[config.mk]
export PLATFORM = sky130hd
export DESIGN_NAME = riscv_test_ctrl
export DESIGN_NICKNAME = d
export VERILOG_FILES = /design/src/rtl/riscv_test_ctrl.sv
export SDC_FILE = /design/constraint.sdc
export NUM_CORES = 1
export LEC_CHECK = 0
export ABC_AREA = 0
export CAP_MARGIN = 25
export CORE_ASPECT_RATIO = 0.8
export CORE_MARGIN = 2
export CORE_UTILIZATION = 45
export CTS_CLUSTER_DIAMETER = 100
export DETAILED_ROUTE_END_ITERATION = 8
export GPL_ROUTABILITY_DRIVEN = 1
export GPL_TIMING_DRIVEN = 0
export PLACE_DENSITY = 0.8
export SLEW_MARGIN = 10
export SYNTH_ARGS = -nofsm -noshare
export SYNTH_HDL_FRONTEND = slang
export SYNTH_SLANG_ARGS = --single-unit
export TNS_END_PERCENT = 1
[constraint.sdc]
create_clock -name clk -period 5.75 [get_ports clk]
set_input_delay 1.725 -clock clk [delete_from_list [all_inputs] [get_ports clk]]
set_output_delay 1.725 -clock clk [all_outputs]
set_load 0.005 [all_outputs]
[src/rtl/riscv_test_ctrl.sv]
// riscv_test_ctrl
// Test controller that sits beside the single-cycle RISC-V core. It holds the
// core in reset for RST_HOLD_CYCLES edges, then counts cycles and retired
// instructions. It also snoops data-memory writes to the riscv-tests
// "tohost" word and reports PASS, FAIL (with test number) or TIMEOUT.
//
// Ports:
//   clk, rst          system clock (rising edge), async active-high reset
//   mem_we            core data-memory write enable
//   mem_addr          core data-memory byte address       [XLEN-1:0]
//   mem_wdata         core data-memory write data         [XLEN-1:0]
//   retire_valid      one instruction retired this cycle
//   core_rst          active-high reset to the core (synchronous deassert)
//   running           controller is in RUN
//   done              terminal state reached (sticky)
//   pass              PASS reached (sticky)
//   timeout           TIMEOUT reached (sticky)
//   fail_code         failing test number, 0 unless FAIL  [XLEN-2:0]
//   cycle_count       RUN cycles elapsed                  [CNT_W-1:0]
//   instret_count     instructions retired in RUN         [CNT_W-1:0]

module riscv_test_ctrl #(
  parameter int              XLEN            = 32,
  parameter int              CNT_W           = 32,
  parameter int              RST_HOLD_CYCLES = 4,
  parameter int              TIMEOUT_CYCLES  = 200,
  parameter logic [XLEN-1:0] TOHOST_ADDR     = 32'h0000_1000
) (
  input  logic             clk,
  input  logic             rst,
  input  logic             mem_we,
  input  logic [XLEN-1:0]  mem_addr,
  input  logic [XLEN-1:0]  mem_wdata,
  input  logic             retire_valid,
  output logic             core_rst,
  output logic             running,
  output logic             done,
  output logic             pass,
  output logic             timeout,
  output logic [XLEN-2:0]  fail_code,
  output logic [CNT_W-1:0] cycle_count,
  output logic [CNT_W-1:0] instret_count
);

  typedef enum logic [2:0] {
    S_HOLD,
    S_RUN,
    S_PASS,
    S_FAIL,
    S_TIMEOUT
  } state_t;

  localparam int HOLD_W = $clog2(RST_HOLD_CYCLES + 1);
  localparam logic [HOLD_W-1:0] HOLD_LAST = HOLD_W'(RST_HOLD_CYCLES - 1);
  // Last RUN cycle value before the watchdog fires; unused when disabled.
  localparam logic [CNT_W-1:0]  TO_LAST   = CNT_W'(TIMEOUT_CYCLES - 1);

  state_t            state_q, state_d;
  logic [HOLD_W-1:0] hold_cnt_q, hold_cnt_d;
  logic [CNT_W-1:0]  cycle_count_q, cycle_count_d;
  logic [CNT_W-1:0]  instret_count_q, instret_count_d;
  logic [XLEN-2:0]   fail_code_q, fail_code_d;
  logic              core_rst_q, core_rst_d;
  logic              running_q, running_d;
  logic              done_q, done_d;
  logic              pass_q, pass_d;
  logic              timeout_q, timeout_d;

  logic tohost_hit;
  logic tohost_term;

  assign tohost_hit  = mem_we && (mem_addr == TOHOST_ADDR);
  // Even data words are syscall/print requests, not terminations.
  assign tohost_term = tohost_hit && mem_wdata[0];

  always_comb begin
    // NOTE: every signal gets a default here so no path leaves it unassigned,
    // which would otherwise infer a latch.
    state_d         = state_q;
    hold_cnt_d      = hold_cnt_q;
    cycle_count_d   = cycle_count_q;
    instret_count_d = instret_count_q;
    fail_code_d     = fail_code_q;

    unique case (state_q)
      S_HOLD: begin
        if (hold_cnt_q == HOLD_LAST) begin
          state_d = S_RUN;
        end else begin
          hold_cnt_d = hold_cnt_q + 1'b1;
        end
      end

      S_RUN: begin
        // Saturating counters: add one only while not all-ones.
        cycle_count_d = cycle_count_q + {{(CNT_W-1){1'b0}}, ~&cycle_count_q};
        if (retire_valid) begin
          instret_count_d = instret_count_q + {{(CNT_W-1){1'b0}}, ~&instret_count_q};
        end

        // A terminating tohost write takes priority over watchdog expiry.
        if (tohost_term) begin
          if (mem_wdata == XLEN'(1)) begin
            state_d = S_PASS;
          end else begin
            state_d     = S_FAIL;
            fail_code_d = mem_wdata[XLEN-1:1];
          end
        end else if ((TIMEOUT_CYCLES != 0) && (cycle_count_q == TO_LAST)) begin
          state_d = S_TIMEOUT;
        end
      end

      default: begin
        // Terminal states are sticky until rst.
      end
    endcase

    // Outputs are decoded from the next state so they register on the same
    // edge as the transition.
    core_rst_d = (state_d == S_HOLD);
    running_d  = (state_d == S_RUN);
    done_d     = (state_d == S_PASS) || (state_d == S_FAIL) || (state_d == S_TIMEOUT);
    pass_d     = (state_d == S_PASS);
    timeout_d  = (state_d == S_TIMEOUT);
  end

  // NOTE: sequential state uses non-blocking assignments so every flop
  // samples its _d value from before the edge.
  always_ff @(posedge clk or posedge rst) begin
    if (rst) begin
      state_q         <= S_HOLD;
      hold_cnt_q      <= '0;
      cycle_count_q   <= '0;
      instret_count_q <= '0;
      fail_code_q     <= '0;
      core_rst_q      <= 1'b1;
      running_q       <= 1'b0;
      done_q          <= 1'b0;
      pass_q          <= 1'b0;
      timeout_q       <= 1'b0;
    end else begin
      state_q         <= state_d;
      hold_cnt_q      <= hold_cnt_d;
      cycle_count_q   <= cycle_count_d;
      instret_count_q <= instret_count_d;
      fail_code_q     <= fail_code_d;
      core_rst_q      <= core_rst_d;
      running_q       <= running_d;
      done_q          <= done_d;
      pass_q          <= pass_d;
      timeout_q       <= timeout_d;
    end
  end

  assign core_rst      = core_rst_q;
  assign running       = running_q;
  assign done          = done_q;
  assign pass          = pass_q;
  assign timeout       = timeout_q;
  assign fail_code     = fail_code_q;
  assign cycle_count   = cycle_count_q;
  assign instret_count = instret_count_q;

endmodule

---- Word level (Yosys, flattened, before mapping) ----
Index checks and enable logic that the tools add are counted.
cells by class
  add/sub/neg operators ................... 3
  equal/unequal tests ..................... 9
  mux-type cells .......................... 5
  bitwise gates (word level) .............. 2
  reductions and logical operators ........ 13
operators by type and width
  operator                                                                  count
  32-bit by 1-bit adder with 32-bit output                                  2
  32-bit AND reduction                                                      2
  32-bit by 1-bit equality test with 1-bit output (second input constant)   1
  32-bit by 13-bit equality test with 1-bit output (second input constant)  1
  32-bit by 8-bit equality test with 1-bit output (second input constant)   1
  3-bit by 2-bit equality test with 1-bit output (second input constant)    3
  3-bit two-way mux                                                         3
  3-bit by 1-bit equality test with 1-bit output (second input constant)    2
  3-bit logical NOT                                                         2
  3-bit one-hot mux with 2 select lines                                     1
  2-bit AND reduction                                                       2
  3-bit by 1-bit adder with 3-bit output (second input constant)            1
  3-bit equality test (second input constant)                               1
  3-bit AND reduction                                                       1
  1-bit logical AND                                                         2
  1-bit logical NOT                                                         2
  1-bit logical OR                                                          2
  1-bit inverter                                                            2
  1-bit two-way mux                                                         1
storage, ports and cells
  bits in registers ....................... 106
  input port bits ......................... 68
  output and inout port bits .............. 100
  logic and storage cells ................. 42

---- Depth between registers and ports, before layout ----
  depth after elaboration ................. 8
  depth in mapped cells ................... 12
  mapped depth without buffers ............ 12

---- Least setup slack after synthesis ----
OpenSTA, ideal clock, no wires.
  path kind ............................... input to register
  start point ............................. input port mem_addr[29]
  end point ............................... register fail_code_q[20], in the netlist fail_code[20]
  library setup time ...................... 125 ps
  arrival ................................. 3340 ps
  required time ........................... 5625 ps
  slack ................................... 2285 ps
  cell stages on the path ................. 6
  path buffers ............................ 1
  cells stage by stage .................... or4_4 nor4_4 o21ai_1 nor2_2 buf_4 mux2_2
between the ends
  word-level cells in the longest chain between the ends .. 4
RTL lines
  element                                           RTL line  source
  from (decl)                                       32        input logic [XLEN-1:0] mem_addr,
  32-bit by 13-bit equality test with 1-bit output  72        assign tohost_hit = mem_we && (mem_addr == TOHOST_ADDR);
  1-bit logical AND                                 72
  1-bit logical AND                                 74        assign tohost_term = tohost_hit && mem_wdata[0];
  3-bit AND reduction (no line)                     --
  to (signal assigned)                              147       fail_code_q <= fail_code_d;
  to (decl)                                         62        logic [XLEN-2:0] fail_code_q, fail_code_d;
No other way between the ends.
A chain may end at the register's enable or synchronous reset.

---- Worst setup path after layout ----
  start point ............................. input port mem_addr[15]
  end point ............................... register fail_code_q[17], in the netlist fail_code[17]
Same word-level chain as after synthesis.

==> flow_summary.rst <==
.. list-table::
   :header-rows: 1

   * - Metric
     - Value
   * - Status
     - completed
   * - Maximum operating frequency
     - 261 MHz
   * - Total GRT Usage
     - 20.4%
   * - Register area share after synthesis
     - 57.0%
   * - Final clock period utilization by the worst path
     - 66.7%
   * - Clock Path Buffers
     - 2
   * - Routability-driven placement congestion ratio
     - 0.817
   * - Drt total wl
     - 11,000 um
   * - Max cap viols
     - 0
   * - WHS Endpoint
     - hold_cnt_q[0]
   * - Count of mapped cells out of synthesis
     - 384
   * - Number of H-tree levels
     - 3
   * - Average size of a mapped cell
     - 12.1 um2
   * - Ports placed on the boundary
     - 168
   * - Cell row count
     - 33
   * - Final count of hold timing violations
     - 0
   * - Crit Path Category
     - primary input to register
   * - Smallest hold slack
     - 0.477 ns
   * - Starting DRT DRC Count
     - 161
   * - Data required, critical path
     - 5.97 ns
   * - Register-to-register setup slack
     - 2.57 ns
   * - Clock transition time at the flip-flop clock pins of the worst setup and hold paths
     - 0.06 ns
   * - Placed standard-cell area
     - 0.00654 mm2
   * - Antenna viol nets, final
     - 0
   * - Depth of the worst register-to-register path
     - 12
   * - Post-Synthesis Cell Area
     - 0.00466 mm2
   * - Worst Hold Path Cells
     - 1
   * - Slew headroom
     - 44.0%
   * - Largest net degree at the start of global routing
     - 93
   * - Shortest period the worst path allows
     - 3.83 ns
   * - Avg Vias per Cell
     - 5.15
   * - Initial standard-cell utilization of the core
     - 45.8%
   * - Reg2reg start
     - instret_count[22]
   * - DRC Markers
     - 0
   * - Distinct cells, synth
     - 37
   * - CP endpoint kind
     - register
   * - Initial antenna violation count
     - 0
   * - Hold buffers post-CTS
     - 0
   * - Register bit count reported by yosys
     - 106
   * - Core footprint
     - 0.0102 mm2
   * - Count of placed standard cells in the final layout, fillers left out
     - 707
   * - Slew Viols, Final
     - 0
   * - Static Leak
     - 3.05 nW
   * - Buffers added on ports
     - 167
   * - Setup repair after global routing missed its margin
     - no
   * - First-pass GRT wire length
     - 18,200 um
   * - Design area
     - 0.00686 mm2
   * - Endpoints failing setup
     - 0
   * - Synth Net Count
     - 458
   * - Total setup buffers inserted after CTS
     - 0
   * - Cell area power density
     - 239 mW/mm2
   * - Number of sinks handled by clock tree synthesis
     - 106
   * - Die span in y
     - 95.0 um
   * - Detailed-router iteration count before antenna repair
     - 4
   * - Launch point of the worst hold path
     - hold_cnt_q[0]
   * - Worst IR Drop VDD
     - 0.000212 V
   * - Clock latency reported for the late side of the worst-skew pair
     - 0.34 ns
   * - Total power
     - 1.64 mW
   * - DP Cell Count
     - 692
   * - Number of warning messages in the yosys log
     - 0
   * - Final setup TNS
     - 0 ns
   * - CP Max Fanout
     - 10
   * - Arrival time reported for the critical path endpoint
     - 4.05 ns
   * - Routed vias
     - 3,638
   * - Count of antenna diodes in the layout
     - 0
   * - Clock tree from TritonCTS
     - done
   * - Via count of the first global-routing pass
     - 3,781
   * - Post-cts sizing count
     - 0
   * - Critical Path Start Type
     - primary input
   * - Critical register-to-register path endpoint
     - instret_count[30]
   * - Fraction of layout cells with a size suffix above 1
     - 11.1%
   * - Detail-routed net length per standard cell
     - 15.6 um
   * - Transition time at the pin with the least slew margin
     - 0.833 ns
   * - Overall die area
     - 0.0112 mm2
   * - Clock root cell
     - sky130_fd_sc_hd__clkbuf_16
   * - Worst clock skew
     - 0.00924 ns
   * - Die X-Extent
     - 118 um
   * - Sum of net half-perimeters after detailed placement
     - 8360 um
   * - Num CTS Buffers
     - 9
   * - Class of the tightest hold or removal check
     - register to register
   * - Layout net count
     - 637
   * - Overflow left after global routing
     - 0
   * - Area growth syn-to-layout
     - 47.4%
## kinds of logic after synthesis
| group | after synthesis | synth area share [%] |
|---|---|---|
| AND/OR/NAND/NOR | 154 | 18.8 |
| flip-flops | 106 | 57.0 |
| XOR/XNOR | 61 | 11.5 |
| multiplexers | 37 | 8.92 |
| buffers and inverters | 13 | 1.32 |
| AO/OA/AOI/OAI | 7 | 0.860 |
| adder cells (fa/ha/maj) | 6 | 1.61 |
## critical path, cell delays in order
cell	delay (ns)
sky130_fd_sc_hd__clkdlybuf4s50_1	0.42
sky130_fd_sc_hd__nor4b_1	0.34
sky130_fd_sc_hd__nand4_1	0.23
sky130_fd_sc_hd__nor4_4	0.40
sky130_fd_sc_hd__o21ai_1	0.16
sky130_fd_sc_hd__nor2_2	0.20
sky130_fd_sc_hd__buf_4	0.24
sky130_fd_sc_hd__mux2_2	0.35
## cells in the mapped netlist, drive strengths merged
cell type	instances	area (um2)
mux2i	1	10.0
nor3	6	30.0
xnor2	41	359
nor3b	1	7.51
nand2	26	97.6
or4	3	26.3
o21ai	2	10.0
and3b	1	10.0
inv	8	30.0
dfstp	1	26.3
ha	6	75.1
mux2	36	405
or2	2	12.5
clkbuf	1	3.75
nand2b	1	13.8
a21oi	3	15.0
dfrtp	105	2630
nor4b	4	35.0
and4bb	1	12.5
and2	1	6.26
buf	4	27.5
a21o	2	15.0
nor4	20	140
nor2	23	91.3
and4	7	61.3
xor2	20	175
nand3	25	125
or3	1	6.26
and3	11	68.8
nand4	21	131
## worst max path at each step
stage                 startpoint         endpoint  slack (ns)  cells after the start
floorplan                    rst   cycle_count[0]        1.24                      1
global placement             rst  cycle_count[16]       -0.29                      2
detailed placement  mem_addr[15]    fail_code[15]        1.57                      8
CTS                 mem_addr[15]    fail_code[17]        1.91                      8
global route        mem_wdata[0]    fail_code[28]        1.78                      8
finish              mem_addr[15]    fail_code[17]        1.92                      8
## cell usage in the layout, fill, tap and decap left out, drive strengths merged, types with 7 or more instances in the layout
cell type      instances
inv                    8
nand2                 26
nand3                 25
clkdlybuf4s50        167
xor2                  20
dfrtp                105
nor4                  20
xnor2                 41
clkbuf                12
nor2                  23
nand4                 21
and4                   7
mux2                  36
and3                  11
## metal layers
layer  share of wire (%)  vias to the layer above  track usage, %
met5                   0                        -               0
met4                 1.4                        0            6.22
met3                 8.1                       14            7.85
met2                  48                      118            34.4
met1                  42                     1772            24.6
li1                    -                     1734               -
## stage by stage
step,util [%],setup WS (ns)
floorplan,-,1.24
global placement,64.0,-0.287
detailed placement,64.3,1.57
CTS,67.6,1.91
global route,67.6,1.78
finish,67.6,1.92
## flip-flops by register name, summed over array words and instances (netlist names), 3 cells and up
signal and count:
instret_count 32, fail_code 31, state_q 3, cycle_count 32, hold_cnt_q 3
## final cells by class
type / instances / area, um2
clock buffers: 11 / 253
inverters: 8 / 35.0
well taps: 140 / 175
fillers: 803 / 3290
flip-flops and latches: 106 / 2650
clock inverters: 4 / 75.1
multi-input cells: 265 / 1940
plain buffers: 5 / 31.3
repair buffers: 168 / 1700
## power by group
| part | leakage (nW) | internal, mW | switching, mW | total, mW |
|---|---|---|---|---|
| Combinational | 1.46 | 0.113 | 0.0622 | 0.176 |
| Clock | 0.154 | 0.403 | 0.261 | 0.664 |
| Sequential | 1.44 | 0.769 | 0.0320 | 0.801 |
(Power assumes the default switching activity.)
